### config.mk
export PLATFORM = sky130hd
export DESIGN_NAME = fmul_72bit_result_queue
export DESIGN_NICKNAME = d
export VERILOG_FILES = /design/src/rtl/fmul_72bit_result_queue.sv
export SDC_FILE = /design/constraint.sdc
export NUM_CORES = 1
export LEC_CHECK = 0
export ABC_AREA = 1
export BUFFER_PORTS_ARGS = -buffer_cell sky130_fd_sc_hd__buf_2
export CAP_MARGIN = 0
export CELL_PAD_IN_SITES_DETAIL_PLACEMENT = 1
export CELL_PAD_IN_SITES_GLOBAL_PLACEMENT = 2
export CORE_MARGIN = 2
export CORE_UTILIZATION = 35
export DETAILED_ROUTE_END_ITERATION = 7
export GPL_ROUTABILITY_DRIVEN = 0
export GPL_TIMING_DRIVEN = 0
export PLACE_DENSITY = 0.85
export SKIP_LAST_GASP = 1
export SYNTH_ARGS = -nofsm -noshare
export SYNTH_HDL_FRONTEND = slang
export SYNTH_SLANG_ARGS = --single-unit
### constraint.sdc
create_clock -name iCLOCK -period 4.2 [get_ports iCLOCK]
set_input_delay 0 -clock iCLOCK [delete_from_list [all_inputs] [get_ports iCLOCK]]
set_output_delay 0 -clock iCLOCK [all_outputs]
set_load 0.01 [all_outputs]
### src/rtl/fmul_72bit_result_queue.sv
// rtl/fmul_72bit_result_queue.sv - result FIFO with IEEE-style class tagging behind the 72-bit multiplier
module fmul_72bit_result_queue #(
    parameter int P_DEPTH   = 4,
    parameter int P_DEPTH_N = 2
) (
    input  logic                 iCLOCK,
    input  logic                 inRESET,
    input  logic                 iRESET_SYNC,
    input  logic                 iDATA_VALID,
    output logic                 oDATA_BUSY,
    input  logic [71:0]          iDATA,
    output logic                 oDATA_VALID,
    input  logic                 iDATA_BUSY,
    output logic [71:0]          oDATA,
    output logic [1:0]           oDATA_CLASS,
    output logic [P_DEPTH_N:0]   oCOUNT
);

    typedef enum logic [1:0] {
        CLASS_NORMAL = 2'd0,
        CLASS_ZERO   = 2'd1,
        CLASS_INF    = 2'd2,
        CLASS_NAN    = 2'd3
    } result_class_t;

    localparam logic [P_DEPTH_N-1:0] PTR_ONE    = P_DEPTH_N'(1);
    localparam logic [P_DEPTH_N:0]   CNT_ONE    = (P_DEPTH_N+1)'(1);
    localparam logic [P_DEPTH_N:0]   CNT_FULL   = (P_DEPTH_N+1)'(P_DEPTH);

    logic [73:0]          mem [P_DEPTH];
    logic [P_DEPTH_N-1:0] wr_ptr;
    logic [P_DEPTH_N-1:0] rd_ptr;
    logic [P_DEPTH_N:0]   count;

    logic          full;
    logic          empty;
    logic          push;
    logic          pop;
    result_class_t in_class;
    logic [73:0]   head;

    // Sign bit plays no part; denormals collapse into the zero class.
    always_comb begin
        in_class = CLASS_NORMAL;
        if (iDATA[70:60] == 11'h7FF) begin
            in_class = (iDATA[59:0] != 60'd0) ? CLASS_NAN : CLASS_INF;
        end else if (iDATA[70:60] == 11'h000) begin
            in_class = CLASS_ZERO;
        end
    end

    // Busy depends only on the registered count, so consumer stalls never
    // reach the multiplier combinationally; a pop at full frees a slot next cycle.
    assign full  = (count == CNT_FULL);
    assign empty = (count == '0);
    assign push  = iDATA_VALID & ~full;
    assign pop   = ~empty & ~iDATA_BUSY;

    always_ff @(posedge iCLOCK or negedge inRESET) begin
        if (!inRESET) begin
            wr_ptr <= '0;
            rd_ptr <= '0;
            count  <= '0;
        end else if (iRESET_SYNC) begin
            wr_ptr <= '0;
            rd_ptr <= '0;
            count  <= '0;
        end else begin
            if (push) begin
                wr_ptr <= wr_ptr + PTR_ONE;
            end
            if (pop) begin
                rd_ptr <= rd_ptr + PTR_ONE;
            end
            case ({push, pop})
                2'b10:   count <= count + CNT_ONE;
                2'b01:   count <= count - CNT_ONE;
                default: count <= count;
            endcase
        end
    end

    // Storage is left unreset; the head is masked by the valid flag instead.
    always_ff @(posedge iCLOCK) begin
        if (push && !iRESET_SYNC) begin
            mem[wr_ptr] <= {in_class, iDATA};
        end
    end

    assign head        = mem[rd_ptr];
    assign oDATA_BUSY  = full;
    assign oDATA_VALID = ~empty;
    assign oDATA       = empty ? 72'd0 : head[71:0];
    assign oDATA_CLASS = empty ? 2'd0 : head[73:72];
    assign oCOUNT      = count;

endmodule

# Word-level counts from Yosys, hierarchy flattened
# Memory sizes are Yosys's and may differ from the RTL's.
# Cells that the tools add are included.
[word_totals] ff_bits=7 ramBits=296 in_bits=77 out_inout_bits=79 wordCells=38 n_memories=1
[mem_list] name="mem" words=4 width=74 read_ports=1 rd_clocked_by_memory_dff=0 wr=1 line="30" text="logic [73:0] mem [P_DEPTH];"
[op_classes] add_sub_neg=4 n_eq_ne=4 mux=13 bitwise=5 reduce_logical=8
[ops] op="two-way mux 72 bit" n=1
[ops] op="nonzero test 60 bit" n=1
[ops] op="two-way mux 2 bit" n=6
[ops] op="== test 11 bit (second input constant)" n=1
[ops] op="logical NOT 11 bit" n=1
[ops] op="case mux 3 bit (2 select lines)" n=1
[ops] op="adder 2 x 1 -> 2 bit (second input constant)" n=2
[ops] op="two-way mux 1 bit" n=4
[ops] op="nonzero test 2 bit" n=2
[ops] op="adder 3 x 1 -> 3 bit (second input constant)" n=1
[ops] op="== test 3 bit (second input constant)" n=1
[ops] op="logical NOT 3 bit" n=1
[ops] op="two-way mux 3 bit" n=1
[ops] op="inverter 1 bit" n=3
[ops] op="nonzero test 3 bit" n=1
[ops] op="subtractor 3 x 1 -> 3 bit (second input constant)" n=1
[ops] op="AND 1 bit" n=2
[ops] op="== test 2 x 1 -> 1 bit (second input constant)" n=1
[ops] op="== test 2 bit (second input constant)" n=1
[ops] op="logical AND 1 bit" n=1
[ops] op="logical NOT 1 bit" n=1

# Depth between registers and ports, before layout
[depth] ltp_word=6 ltp_mapped=11 mapped_depth_nobuf=11

# Worst setup path before layout
# No wires, ideal clock.
[synth_path] path_kind="reg2reg" from="reg count[0], in the netlist oCOUNT[0]" to="mem mem[0][0], enable pin" setup_ns=0.507 arrival_ns=4.016 required_ns=3.693 setup_slack_ns=-0.323 path_stages_with_launch=7 path_buffers=0 synth_period_minus_slack_ns=4.523 cell_sequence="dfrtp_1 > nor2_1 > nand2_1 > nand2_1 > inv_1 > nand2_1 > nor2_1"
[synth_between] elab_chain_len=6
[synth_rtl] element="start, declared" line="33" text="logic [P_DEPTH_N:0] count;"
[synth_rtl] element="start signal, assigned" line="76" text="2'b10: count <= count + CNT_ONE;"
[synth_rtl] element="start signal, assigned" line="77" text="2'b01: count <= count - CNT_ONE;"
[synth_rtl] element="start signal, assigned" line="78" text="default: count <= count;"
[synth_rtl] element="== test 3 bit" line="54" text="assign full = (count == CNT_FULL);"
[synth_rtl] element="inverter 1 bit" line="56" text="assign push = iDATA_VALID & ~full;"
[synth_rtl] element="AND 1 bit" line="56"
[synth_rtl] element="logical AND 1 bit" line="85" text="if (push && !iRESET_SYNC) begin"
[synth_rtl] element="two-way mux 1 bit" line="85"
[synth_rtl] element="two-way mux 1 bit (not written as such)" line="86" text="mem[wr_ptr] <= {in_class, iDATA};"
[synth_rtl] element="end, declared" line="30"
# No other way between the ends.

# Worst setup path in the final report
[layout_path] from="reg count[0], in the netlist oCOUNT[0]" to="mem mem[1][33], enable pin"
# Same word-level chain as after synthesis.

==> metrics.txt <==
# TYPE chip_impl_metric gauge
chip_impl_info{name="run_status",value="finished, final reports clean"} 1
chip_impl_metric{name="core_area",unit="µm²"} 34460
chip_impl_metric{name="die_h",unit="µm"} 190.8
chip_impl_metric{name="netlist_instances",unit=""} 1009
chip_impl_metric{name="wirelength",unit="µm"} 34240
chip_impl_metric{name="drt_pre_antenna_iters",unit=""} 5
chip_impl_metric{name="fmax",unit="GHz"} 0.4108
chip_impl_metric{name="relSlewSlack",unit=""} 0.5020
chip_impl_metric{name="floorplan.initialDensity",unit=""} 0.3544
chip_impl_metric{name="avgSynthCellArea",unit="µm²"} 12.10
chip_impl_metric{name="timing.final.max_slew_violations",unit=""} 0
chip_impl_metric{name="grt_max_degree",unit=""} 30
chip_impl_metric{name="initial_antenna_violation_count",unit=""} 1
chip_impl_metric{name="ys_warn_count",unit=""} 0
chip_impl_metric{name="flip_flop_and_latch_count_after_synthesis",unit=""} 303
chip_impl_metric{name="cellLeakagePower",unit="nW"} 5.775
chip_impl_metric{name="die-width",unit="µm"} 190.8
chip_impl_metric{name="clock_latency",unit="ps"} 520
chip_impl_metric{name="yosysUniqueCellTypes",unit=""} 23
chip_impl_metric{name="worst_ep_required_time",unit="ps"} 4400
chip_impl_metric{name="io_pins",unit=""} 156
chip_impl_info{name="setup.worst_path.end_class",value="register"} 1
chip_impl_metric{name="final_period_minus_worst_setup_slack",unit="ps"} 2434
chip_impl_metric{name="muxShareOfSynthArea",unit=""} 0
chip_impl_info{name="synth.cells.most_frequent",value="sky130_fd_sc_hd__nor2_1, sky130_fd_sc_hd__edfxtp_1, sky130_fd_sc_hd__o21ai_0, sky130_fd_sc_hd__a21oi_1, sky130_fd_sc_hd__nand2_1"} 1
chip_impl_metric{name="io_buffer_count",unit=""} 155
chip_impl_metric{name="worst-endpoint-arrival",unit="ps"} 2630
chip_impl_metric{name="finalCoreUtilization",unit=""} 0.4558
chip_impl_metric{name="slowest_delay",unit="ps"} 650
chip_impl_metric{name="share_of_synthesized_registers_carrying_an_async_set_or_reset",unit=""} 0.02310
chip_impl_metric{name="initialDrtViolationCount",unit=""} 461
chip_impl_info{name="synth_top_family_by_area",value="simple AND/OR/NAND/NOR gates"} 1
chip_impl_metric{name="cts_num_sinks",unit=""} 303
chip_impl_info{name="critical_path.top_delay_family",value="simple AND/OR/NAND/NOR gates"} 1
chip_impl_metric{name="number_of_placement_rows",unit=""} 68
chip_impl_info{name="yosysTopAreaCell",value="sky130_fd_sc_hd__edfxtp_1"} 1
chip_impl_info{name="area_contributors_post_synth",value="sky130_fd_sc_hd__edfxtp_1, sky130_fd_sc_hd__nor2_1, sky130_fd_sc_hd__o21ai_0"} 1
chip_impl_info{name="rsz0062_at_grt",value="false"} 1
chip_impl_metric{name="drv.max_cap_violation_count",unit=""} 0
chip_impl_info{name="worst_setup_path_start",value="oCOUNT[0]$_DFFE_PN0P_"} 1
chip_impl_metric{name="period_share",unit=""} 0.5795
chip_impl_metric{name="worst_hold_slack",unit="ps"} 253.3
chip_impl_metric{name="yosys.area_share.adder",unit=""} 0.005738
chip_impl_metric{name="pwr_density_cell",unit="nW/µm²"} 588.0
chip_impl_metric{name="cts_buffers",unit=""} 35
chip_impl_metric{name="cts_resized",unit=""} 0
chip_impl_metric{name="first_global_vias",unit=""} 9282
chip_impl_metric{name="postSynthNetCount",unit=""} 1091
chip_impl_metric{name="clock_skew",unit="ps"} 15.49
chip_impl_metric{name="synth-compound-area-share",unit=""} 0.09221
chip_impl_info{name="critical_path.slowest_cell",value="sky130_fd_sc_hd__nor2_4"} 1
chip_impl_metric{name="cts.htree.levels",unit=""} 2
chip_impl_metric{name="post_synth_instance_area",unit="µm²"} 12210
chip_impl_info{name="hold_path.class",value="primary input to register"} 1
chip_impl_metric{name="timing_hold_violations_final",unit=""} 0
chip_impl_metric{name="area_growth_syn_to_layout",unit="%"} 28.62
chip_impl_metric{name="synth-xor-area-share",unit=""} 0.001434
chip_impl_info{name="crit_path_cell_trace",value="nor2_1 -> nand2_1 -> nand2_1 -> inv_1 -> nand2_1 -> nor2_4 -> buf_12"} 1
chip_impl_metric{name="ir_worst_vdd",unit="V"} 0.0003100
chip_impl_metric{name="design.final.nets",unit=""} 1371
chip_impl_info{name="worstHoldStart",value="iDATA[71]"} 1
chip_impl_info{name="clock-root-buffer",value="sky130_fd_sc_hd__clkbuf_16"} 1
chip_impl_metric{name="route.detailed.vias_per_inst",unit=""} 4.890
chip_impl_metric{name="area_fraction_in_and_or_nand_and_nor_cells_after_synthesis",unit=""} 0.1255
chip_impl_metric{name="report.final.setup_viol",unit=""} 0
chip_impl_info{name="postSynth.topFlopCell",value="sky130_fd_sc_hd__edfxtp_1"} 1
chip_impl_info{name="tritoncts",value="yes"} 1
chip_impl_metric{name="drc_errors",unit=""} 0
chip_impl_metric{name="yosys.area.top_type_share",unit=""} 0.7279
chip_impl_info{name="timing.setup.critical_path_class",value="register to register"} 1
chip_impl_metric{name="tightestPinTransition",unit="ps"} 745.2
chip_impl_metric{name="finalPower",unit="W"} 0.009235
chip_impl_metric{name="grt_pass1_wl",unit="µm"} 52270
chip_impl_metric{name="clk_pin_slew_worst_paths",unit="ps"} 60
chip_impl_metric{name="die_ar",unit="µm²"} 36400
chip_impl_info{name="yosysMostFrequentCell",value="sky130_fd_sc_hd__nor2_1"} 1
chip_impl_info{name="rr_startpoint",value="oCOUNT[0]$_DFFE_PN0P_"} 1
chip_impl_metric{name="worst_case_clock_buffer_depth",unit=""} 3
chip_impl_metric{name="finalSetupTns",unit="ps"} 0
chip_impl_metric{name="dp_hpwl",unit="µm"} 22520
chip_impl_info{name="cp_common_cell",value="sky130_fd_sc_hd__nand2_1"} 1
chip_impl_metric{name="synth_enable_flop_cells",unit=""} 296
chip_impl_metric{name="seq_area_frac_synth",unit=""} 0.7422
chip_impl_metric{name="final.fill_count",unit=""} 3641
chip_impl_metric{name="overflow",unit=""} 0
chip_impl_metric{name="antenna_left",unit=""} 0
chip_impl_info{name="startpoint_class_of_the_critical_path",value="register"} 1
chip_impl_metric{name="dr_vias",unit=""} 8661
chip_impl_metric{name="timing.critical_path.fanout_max",unit=""} 29
chip_impl_metric{name="wl_per_cell",unit="µm"} 19.34
chip_impl_metric{name="cp.buffers_inverters",unit=""} 2
chip_impl_metric{name="final_layout_size_suffix_gt1_frac",unit=""} 0.2076
chip_impl_metric{name="grt_util_all_layers",unit=""} 0.1892
cell type report:
class                           count  area (µm²)  area share
Antenna cell                        1       2.502   0.0001593
Buffer                             57       341.6     0.02175
Clock buffer                       43       915.9     0.05831
Clock inverter                     20       187.7     0.01195
Inverter                           16       60.06    0.003824
Multi-Input combinational cell    633        2776      0.1768
Sequential cell                   303        9064      0.5771
Tap cell                          455       569.3     0.03625
Timing Repair Buffer              243        1789      0.1139
routing by layer:
layer  track usage  share of wire  wire length (µm)  up-vias
met5             0              0                 0        -
li1              -              -                 -     4098
met4       0.04621          0.018               607        0
met2        0.3287           0.49             16870      198
met3       0.02871          0.048              1658       38
met1        0.2481           0.44             15110     4327
layout by cell type (no fill, tap or decap), types with 2 or more instances in the layout:
cell                              n
sky130_fd_sc_hd__a21oi_1         74
sky130_fd_sc_hd__buf_12           8
sky130_fd_sc_hd__buf_16           3
sky130_fd_sc_hd__buf_2          174
sky130_fd_sc_hd__buf_4           10
sky130_fd_sc_hd__buf_6            7
sky130_fd_sc_hd__bufinv_16        3
sky130_fd_sc_hd__clkbuf_1        17
sky130_fd_sc_hd__clkbuf_16       35
sky130_fd_sc_hd__clkbuf_2        11
sky130_fd_sc_hd__clkinv_1         4
sky130_fd_sc_hd__clkinv_2         8
sky130_fd_sc_hd__dfrtp_1          7
sky130_fd_sc_hd__dlygate4sd3_1   77
sky130_fd_sc_hd__edfxtp_1       296
sky130_fd_sc_hd__ha_1             4
sky130_fd_sc_hd__inv_1           14
sky130_fd_sc_hd__inv_2            2
sky130_fd_sc_hd__inv_6            3
sky130_fd_sc_hd__nand2_1         40
sky130_fd_sc_hd__nand3_1          5
sky130_fd_sc_hd__nand4_1          2
sky130_fd_sc_hd__nor2_1         342
sky130_fd_sc_hd__nor2_2           2
sky130_fd_sc_hd__nor2_4           4
sky130_fd_sc_hd__nor3_1           3
sky130_fd_sc_hd__nor4_1           2
sky130_fd_sc_hd__o21ai_0        116
sky130_fd_sc_hd__o21ai_1         35
sky130_fd_sc_hd__xor2_1           2
registers in the layout, indices dropped and copies added (netlist names):
signal  count
mem       296
oCOUNT      3
rd_ptr      2
wr_ptr      2
what timing repair did:
action,in CTS,in global routing
hold buffers,77,0
buffers inserted,0,0
hold endpoints to repair,306,0
path summary, 6_finish.rpt:
check | slack, ps | endpoint | cells after the start
worst max-delay path | 1770 | mem[1][33]$_DFFE_PP_ | 7
worst min register to register | 590 | oCOUNT[2]$_DFFE_PN0P_ | 2
max in group asynchronous | 3440 | wr_ptr[0]$_DFFE_PN0P_ | 3
worst max register to register | 1770 | mem[1][33]$_DFFE_PP_ | 7
worst min-delay path | 250 | mem[3][71]$_DFFE_PP_ | 2
min in group asynchronous | 460 | oCOUNT[1]$_DFFE_PN0P_ | 3
kinds of logic (layout without fill, tap and decap cells):
group | count (synthesis) | in the layout
buffers and inverters | 73 | 379
adders and majority gates | 5 | 5
DFF | 303 | 303
AOI/OAI and AO/OA | 225 | 225
xor gates and xnor gates | 2 | 2
other | 0 | 1
and+or+nand+nor | 401 | 401
report_power, final:
group / total [W] / switching (W) / internal [W] / leakage [nW]
Sequential: 0.00355 / 0.0000534 / 0.00350 / 2.78
Clock: 0.00294 / 0.00120 / 0.00174 / 0.545
Combinational: 0.00274 / 0.00182 / 0.000922 / 2.45
through the flow:
stage                     cell area (µm²)  setup slack (ps)  instances
after floorplan                     12210            -323.1       1009
after detailed placement            13830              1738       1630
after CTS                           15700              1733       1770
after global routing                15700              1554       1770
final                               15710              1766       1771
after global placement              13560             -2811       1619
(Power assumes the default switching activity.)
